<file path="src/rtl/sample_buffer.sv">
// sample_buffer: DEPTH x WIDTH sample store read back newest-first (MODE=0) or oldest-first (MODE=1)
// Ports: clk, rst (sync, active-high); wr_en/wr_data push a sample; rd_en pops one sample;
// flush discards all entries; clr_err clears the sticky flags; rd_data/rd_valid hold the last
// popped sample and pulse when it is updated; level/full/empty report occupancy;
// overflow/underflow are sticky flags for a dropped write/read.
module sample_buffer #(
    parameter int WIDTH = 12,
    parameter int DEPTH = 16,
    parameter int MODE  = 0,
    localparam int LW = $clog2(DEPTH + 1)
) (
    input  logic             clk,
    input  logic             rst,
    input  logic             wr_en,
    input  logic [WIDTH-1:0] wr_data,
    input  logic             rd_en,
    input  logic             flush,
    input  logic             clr_err,
    output logic [WIDTH-1:0] rd_data,
    output logic             rd_valid,
    output logic [LW-1:0]    level,
    output logic             full,
    output logic             empty,
    output logic             overflow,
    output logic             underflow
);
    localparam int AW = $clog2(DEPTH);
    localparam bit fifo_mode = MODE != 0;
    logic [WIDTH-1:0] mem [DEPTH];
    logic [AW-1:0] wp, rp, rd_idx;
    logic push, pop, bypass, ovf_set, udf_set;
    // In LIFO mode wp doubles as the stack pointer; a simultaneous read and write
    // hands wr_data straight to rd_data and leaves the stack untouched.
    always_comb begin
        push    = wr_en && (rd_en ? fifo_mode : !full);
        pop     = rd_en && !empty && (!wr_en || fifo_mode);
        bypass  = wr_en && rd_en && !fifo_mode;
        ovf_set = wr_en && !rd_en && full;
        udf_set = rd_en && empty && !bypass;
        rd_idx  = fifo_mode ? rp : wp - AW'(1);
    end
    assign full  = level == LW'(DEPTH);
    assign empty = level == '0;
    always_ff @(posedge clk) begin
        if (rst) begin
            wp        <= '0;
            rp        <= '0;
            level     <= '0;
            rd_data   <= '0;
            rd_valid  <= 1'b0;
            overflow  <= 1'b0;
            underflow <= 1'b0;
        end else if (flush) begin
            wp       <= '0;
            rp       <= '0;
            level    <= '0;
            rd_valid <= 1'b0;
        end else begin
            level     <= level + LW'(push) - LW'(pop);
            wp        <= fifo_mode ? wp + AW'(push) : wp + AW'(push) - AW'(pop);
            rp        <= rp + AW'(pop && fifo_mode);
            rd_valid  <= pop || bypass;
            if (pop || bypass) rd_data <= bypass ? wr_data : mem[rd_idx];
            overflow  <= ovf_set || (overflow && !clr_err);
            underflow <= udf_set || (underflow && !clr_err);
        end
    end
    // A FIFO push while full lands on the slot being popped; the pop reads the old value.
    always_ff @(posedge clk) begin
        if (!rst && !flush && push) mem[wp] <= wr_data;
    end
endmodule

</file>
<file path="config.mk">
export PLATFORM = sky130hd
export DESIGN_NAME = sample_buffer
export DESIGN_NICKNAME = d
export VERILOG_FILES = /design/src/rtl/sample_buffer.sv
export SDC_FILE = /design/constraint.sdc
export NUM_CORES = 1
export LEC_CHECK = 0
export ABC_CLOCK_PERIOD_IN_PS = 4000
export BUFFER_PORTS_ARGS = -buffer_cell sky130_fd_sc_hd__buf_2
export CORE_ASPECT_RATIO = 1.5
export CORE_MARGIN = 4
export CORE_UTILIZATION = 55
export CTS_BUF_LIST = sky130_fd_sc_hd__clkbuf_2
export DETAILED_ROUTE_END_ITERATION = 10
export PLACE_DENSITY = 0.73
export SETUP_SLACK_MARGIN = 0.5
export SLEW_MARGIN = 0
export SYNTH_ARGS = -nofsm -noshare
export SYNTH_HDL_FRONTEND = slang
export SYNTH_SLANG_ARGS = --single-unit
</file>
<file path="constraint.sdc">
create_clock -name clk -period 4 [get_ports clk]
set_clock_uncertainty 0.15 [all_clocks]
set_input_delay 1 -clock clk [delete_from_list [all_inputs] [get_ports clk]]
set_output_delay 1 -clock clk [all_outputs]
set_load 0.005 [all_outputs]
</file>
Word level (Yosys, flattened, before mapping)

Memories as Yosys holds them, arrays and structs flattened.
Index checks and enable logic that the tools add are counted.

Output and inout bits: 22
Memories kept: 1
Logic and storage cells: 44
RAM bits: 192
Register bits after elaboration: 24

Memory list:

| name | depth | bits a word | read ports | clocked after memory_dff | wr ports | RTL line | source |
|---|---|---|---|---|---|---|---|
| mem  | 16    | 12          | 1          | 0                        | 1        | 29       | `logic [WIDTH-1:0] mem [DEPTH];` |

Reduce and logical (&&, ||, !) cells: 26
Equality and inequality tests: 1
Add/sub/neg operators: 5
Bitwise operators: 1
Multiplexer cells: 4

Operator list:

| operator            | count |
|---|---|
| $logic_and 1x1->1   | 12 |
| $mux 12             | 1 |
| $logic_not 1->1     | 8 |
| $add 5x1->5         | 1 |
| $eq 5x5->1 const B  | 1 |
| $logic_not 5->1     | 1 |
| $sub 5x1->5         | 1 |
| $add 4x1->4         | 1 |
| $sub 4x1->4         | 1 |
| $sub 4x1->4 const B | 1 |
| $logic_or 1x1->1    | 3 |
| $mux 1              | 3 |
| $reduce_and 2->1    | 1 |
| $reduce_or 2->1     | 1 |
| $not 1->1           | 1 |

Logic depth before layout (Yosys ltp)

Gate-level depths: netlist (run 1).

Word-level depth: 7
Depth in mapped cells: 12
Depth with buffers taken out: 12

Least setup slack after synthesis (run 1)

OpenSTA, ideal clock, no wires.

Kind: register to register
Start: register wp[0]
End: register rd_data[10]
Stages on the path, launching flop included: 12
Arrival time: 2.908 ns
Path slack: 0.802 ns
Buffers on the path: 4
Library setup time: 0.140 ns
Required time: 3.710 ns
Period minus slack after synthesis: 3.198 ns
Cell sequence: dfxtp_1 > buf_4 > buf_4 > inv_1 > clkbuf_2 > ha_1 > xor2_2 > buf_6 > mux4_1 > mux2_2 > a21oi_2 > nor4_2

Word-level cells in the longest chain between the ends: 3

RTL lines:

| element                | RTL line | source |
|---|---|---|
| start, declared        | 30       | `logic [AW-1:0] wp, rp, rd_idx;` |
| start signal, assigned | 60       | `wp <= fifo_mode ? wp + AW'(push) : wp + AW'(push) - AW'(pop);` |
| $sub 4x1->4            | 40       | `rd_idx = fifo_mode ? rp : wp - AW'(1);` |
| $mem_v2 16x12          | -        |  |
| $mux 12                | 63       | `if (pop \|\| bypass) rd_data <= bypass ? wr_data : mem[rd_idx];` |
| end signal, assigned   | 63       |  |
| end, declared          | 19       | `output logic [WIDTH-1:0] rd_data,` |

No other way between the ends.
A chain may end at the register's enable or synchronous reset.

Final worst setup path (run 1)

Start: register wp[1]
End: register rd_data[6]

Same word-level chain as after synthesis.

==> results.json, run 1 <==
{
  "grt_pass1_vias": 4796,
  "synthesis.area_um2": 8850,
  "vias": 4514,
  "start_kind": "flip-flop",
  "wl_um": 17900,
  "synth.avg_cell_area_um2": 19.1,
  "setup_tns_ps": 0,
  "place_congestion": 0.835,
  "portBuffers": 39,
  "cp_top_family": "multiplexers",
  "p_per_area_nw_per_um2": 474,
  "status": "completed",
  "nets": 581,
  "postCtsSetupBuffers": 0,
  "finalHoldViolCount": 0,
  "setup_slack_ps": 989,
  "grt_pass1_wl_um": 27900,
  "dr.pass1.iters": 4,
  "initial_utilization_pct": 56.4,
  "fillers": 1173,
  "hpwl_um": 11600,
  "die-area_um2": 18200,
  "slew_headroom_pct": 33.5,
  "cts_hold_buffers": 0,
  "setup_violations": 0,
  "finalCritPeriodShare_pct": 75.3,
  "tritoncts": "built",
  "cellLeakagePower_uw": 0.00350,
  "yosys_warnings": 0,
  "synth_seq_cells": 216,
  "final_area_um2": 9770,
  "root_buffer": "clkbuf_2",
  "fmax_mhz": 332,
  "multi_input_area_um2": 2470,
  "die_width_um": 112,
  "place_area_um2": 9310,
  "hold_slack_ps": 369,
  "slowest_delay_ps": 600,
  "drc": 0,
  "antenna_found_initial": 1,
  "clk_path_buf_depth": 3,
  "seq_area_frac_synth_pct": 70.6,
  "worst-path-max-fanout": 15,
  "fin_crit_ps": 3010,
  "coreArea_um2": 15700,
  "clk_latency_ps": 730,
  "grt_usage_pct": 20.4,
  "cp_num_buf_inv": 2,
  "drt_iter0_markers": 308,
  "cts_resized": 0,
  "crit_type": "flip-flop to flip-flop",
  "cp_cell_sequence": "inv_1 -> ha_2 -> xor2_4 -> buf_12 -> mux4_1 -> mux2_2 -> a21oi_2 -> nor4_2",
  "rsz0062_at_grt": "false",
  "area_growth_pct": 10.5,
  "ir_worst_vdd_v": 0.000248,
  "drv_cap": 0,
  "dp_slack_ps": 857,
  "arrival_ps": 3420,
  "htreeDepth": 2,
  "critPathCaptureType": "flip-flop",
  "worstPathRequired_ps": 4410,
  "cts_buffers": 47,
  "clkTransAtPathRegs_ps": 120,
  "routedWlPerCell_um": 22.9,
  "report.final.slew_viol_count": 0,
  "crit_slowest_cell": "mux4_1",
  "grt_max_degree": 31,
  "synthesis.nets": 501,
  "grt_overflow": 0,
  "hold_class": "flip-flop to flip-flop",
  "io_pins": 40,
  "worst_pin_slew_ps": 992,
  "synth_cell_types": 37,
  "layout_common_cells": "edfxtp_1, clkbuf_2, nor2_1, buf_2, mux4_2",
  "die_h_um": 163,
  "vias_per_cell": 5.78,
  "register_area_um2": 6250,
  "layout_commonest_cell": "edfxtp_1",
  "placementRows": 56,
  "drive_gt1_share_pct": 33.4,
  "syn_inst": 462,
  "clock-sinks": 216,
  "ant_nets": 0
}
tightest hold or removal path: stages (launching register included):
cell,delay (ps)
dfxtp_1,350
a21oi_1,60
nor2_1,80
logic make-up (layout without fill, tap and decap cells):
family          after synthesis  count (layout)  synth area share, %
xor+xnor                      8               8                0.877
flops                       216             216                 70.6
other cells                   0               1                    0
mux                          71              71                 15.9
buf+inv                      30             145                 1.75
simple gates                 86              86                 5.69
fa+ha+maj                    21              21                 3.14
compound gates               30              30                 2.05
through the flow:
stage	power [µW]	utilization (%)	instances
6_report	4630	62.3	781
5_1_grt	4850	62.3	781
4_1_cts	4670	62.2	780
3_5_place_dp	3290	59.3	696
3_3_place_gp	3280	59.3	696
2_1_floorplan	3050	-	462
cell type report:
class,count,share of cell area (%)
Antenna cell,1,0.0256
Clock buffer,72,3.69
Clock inverter,12,1.04
Inverter,9,0.346
Multi-Input combinational cell,216,25.2
Sequential cell,216,63.9
Tap cell,203,2.60
Timing Repair Buffer,52,3.12
routing by layer:
layer  global-route usage, %  up-vias  share of wire (%)
met5                       0        -                  0
met4                    6.86        0                2.4
met3                    3.56       32                8.4
met2                    33.2      187                 49
met1                    28.5     2250                 41
li1                        -     2045                  -
where the power goes:
part	switching [µW]	internal [µW]	total [µW]
Combinational	394	331	725
Sequential	24.4	2480	2510
Clock	791	603	1390
path summary, 6_finish.rpt:
check                             start                      end  slack, ps  cells after the start
hold reg to reg   overflow$_SDFFE_PP0N_    overflow$_SDFFE_PP0N_        370                      2
hold / removal    overflow$_SDFFE_PP0N_    overflow$_SDFFE_PP0N_        370                      2
setup / recovery       wp[1]$_SDFF_PP0_  rd_data[6]$_SDFFE_PP0P_        990                      8
setup reg to reg       wp[1]$_SDFF_PP0_  rd_data[6]$_SDFFE_PP0P_        990                      8
Yosys cell counts:
master    number  area share, %
nor4_1         2           0.14
nand3_1        2           0.11
mux2_2        11            1.4
clkbuf_8       1           0.16
nand3b_1       2           0.17
clkbuf_1      13           0.55
mux2i_1       11            1.2
inv_1          9           0.38
a32oi_1        1          0.099
dfxtp_1       24            5.4
nor4b_1        1          0.099
xnor2_1        5           0.50
fa_1           2           0.45
buf_6          3           0.38
clkbuf_2       1          0.057
edfxtp_1     192             65
o21ai_0       11           0.62
buf_2          1          0.057
a21o_1         1          0.085
ha_1          19            2.7
nor2b_1        2           0.14
or2_2          1          0.071
a21oi_1       10           0.57
xor2_2         1           0.18
and3_1        16            1.1
mux4_1        18            5.3
nor4_2        11            1.6
nor3_1         1          0.057
nand2_1        3           0.13
buf_4          2           0.17
nand2b_1       2           0.14
a21boi_0       1          0.085
nor2_1        39            1.7
and2_1         4           0.28
a21oi_2        6           0.59
mux4_2        31            7.9
xor2_1         2           0.20
state kept, by name (all words and copies together), names as in the netlist:
signal	cells
level	5
mem	192
overflow	1
rd_data	12
rd_valid	1
underflow	1
wp	4
(Power assumes the default switching activity.)
==> run 2, diff against run 1 <==
Settings changed: ABC_CLOCK_PERIOD_IN_PS 4000 to 3150.
Clock period 4 ns to 3.15 ns, I/O delays scaled along.
==> run 2 against run 1 <==
- global-route usage up 0.66 points
- die area stayed put
- routed wire length up 2.4%
- worst hold slack got worse by 72 ps
==> results.json, run 2 (synthesis gave the netlist of run 1 again) <==
{
  "finalCritPeriodShare_pct": 81.0,
  "htreeDepth": 2,
  "grt_usage_pct": 21.1,
  "fillers": 1154,
  "place_congestion": 0.778,
  "clock-sinks": 216,
  "worst_pin_slew_ps": 707,
  "nets": 595,
  "grt_overflow": 0,
  "seq_power_share_pct": 54.0,
  "initial_utilization_pct": 56.4,
  "hold_class": "primary input to flip-flop",
  "vias_per_cell": 5.83,
  "vias": 4653,
  "die-area_um2": 18200,
  "worstPathRequired_ps": 2210,
  "portBuffers": 39,
  "critPathCaptureType": "output pin",
  "met2WireLength_um": 9740,
  "p_clk_share_pct": 29.4,
  "cp_top_family": "flip-flops",
  "clkTransAtPathRegs_ps": 140,
  "p_per_area_nw_per_um2": 595,
  "drc": 0,
  "route.met3.wl_um": 971,
  "layout_commonest_cell": "edfxtp_1",
  "cellLeakagePower_uw": 0.00357,
  "clk_latency_ps": 730,
  "status": "completed",
  "fin_crit_ps": 2550,
  "rsz0062_at_grt": "true",
  "intPower_uw": 4370,
  "dp_slack_ps": 368,
  "clk_path_buf_depth": 3,
  "die_h_um": 163,
  "layout_common_cells": "edfxtp_1, clkbuf_2, mux4_2",
  "setup_violations": 0,
  "area_growth_pct": 12.5,
  "finalHoldViolCount": 0,
  "die_width_um": 112,
  "dr.pass1.iters": 4,
  "hpwl_um": 11700,
  "setup_slack_ps": 599,
  "top_register": "mem",
  "cts_hold_buffers": 0,
  "grt_pass1_wl_um": 28800,
  "cp_cell_sequence": "inv_2 -> ha_4 -> nor4b_4 -> buf_2",
  "drv_cap": 0,
  "p_comb_share_pct": 16.6,
  "grt_pass1_vias": 5047,
  "io_pins": 40,
  "placementRows": 56,
  "start_kind": "flip-flop",
  "power_uw": 5920,
  "biggestRegsByFlops": "mem: 192 flops, rd_data: 12 flops, level: 5 flops",
  "coreArea_um2": 15700,
  "fmax_mhz": 392,
  "setup_tns_ps": 0,
  "root_buffer": "clkbuf_2",
  "crit_type": "flip-flop to output pin",
  "wl_um": 18300,
  "arrival_ps": 1610,
  "slowest_delay_ps": 350,
  "ant_nets": 0,
  "power_switching_uw": 1550,
  "cts_buffers": 48,
  "ir_worst_vdd_v": 0.000298,
  "wl_met1_um": 7090,
  "slew_headroom_pct": 52.8,
  "worst-path-max-fanout": 3,
  "final_area_um2": 9950,
  "largest_register_ffs": 192,
  "place_area_um2": 9410,
  "drt_iter0_markers": 353,
  "crit_slowest_cell": "dfxtp_2",
  "report.final.slew_viol_count": 0,
  "top_layer": "met4",
  "register_area_um2": 6250,
  "routedWlPerCell_um": 22.9,
  "tritoncts": "built",
  "cp_num_buf_inv": 2,
  "grt_max_degree": 31,
  "antenna_found_initial": 1,
  "multi_input_area_um2": 2510,
  "switching_share_pct": 26.2,
  "drive_gt1_share_pct": 40.7
}
[run 2: cell types whose count changed in the layout (fill, tap and decap cells not counted), sizes merged]
cell    change
buf        +13
clkbuf      +7
clkinv      -2
bufinv      -1
[run 2: power groups by stage]
stage               registers (µW)  logic (µW)  clock network [µW]
global placement              3260         925                   0
floorplan                     3250         679                   0
CTS                           3190         979                1810
detailed placement            3260         939                   0
global route                  3200        1070                1970
finish                        3190         982                1740
[run 2: per-layer routing]
metal / up-vias / global-route usage [%]
met5: - / 0
met4: 0 / 7.80
met3: 34 / 3.63
met2: 179 / 37.1
met1: 2368 / 26.5
li1: 2072 / -
[run 2: worst paths after layout]
kind | cells past startpoint | slack, ps | start | to
worst max-delay path | 4 | 600 | level[2]$_SDFF_PP0_ | empty
worst min-delay path | 1 | 300 | wr_data[0] | mem[1][0]$_DFFE_PP_
worst max register to register | 8 | 600 | wp[1]$_SDFF_PP0_ | rd_data[10]$_SDFFE_PP0P_
worst min register to register | 2 | 350 | underflow$_SDFFE_PP0N_ | underflow$_SDFFE_PP0N_
[run 2: area by class of cell]
type | count | share of cell area, %
Clock buffer | 79 | 3.97
Multi-Input combinational cell | 216 | 25.2
Inverter | 9 | 0.390
Sequential cell | 216 | 62.8
Timing Repair Buffer | 65 | 4.43
Clock inverter | 9 | 0.604
Antenna cell | 1 | 0.0252
Tap cell | 203 | 2.55
[run 2: what timing repair did]
item	4_1_cts	5_1_grt
gates cloned	0	0
pin swaps	1	1
endpoints found under the setup margin	12	14
setup buffers	5	3
resized for setup	7	2
[run 2: metrics by stage]
| step | instances | hold WS, ps | util, % |
|---|---|---|---|
| 6_report | 798 | 297 | 63.4 |
| 5_1_grt | 798 | 241 | 63.4 |
| 4_1_cts | 794 | 219 | 63.2 |
| 3_5_place_dp | 701 | 324 | 59.9 |
| 3_3_place_gp | 701 | 318 | 59.9 |
| 2_1_floorplan | 462 | 328 | - |
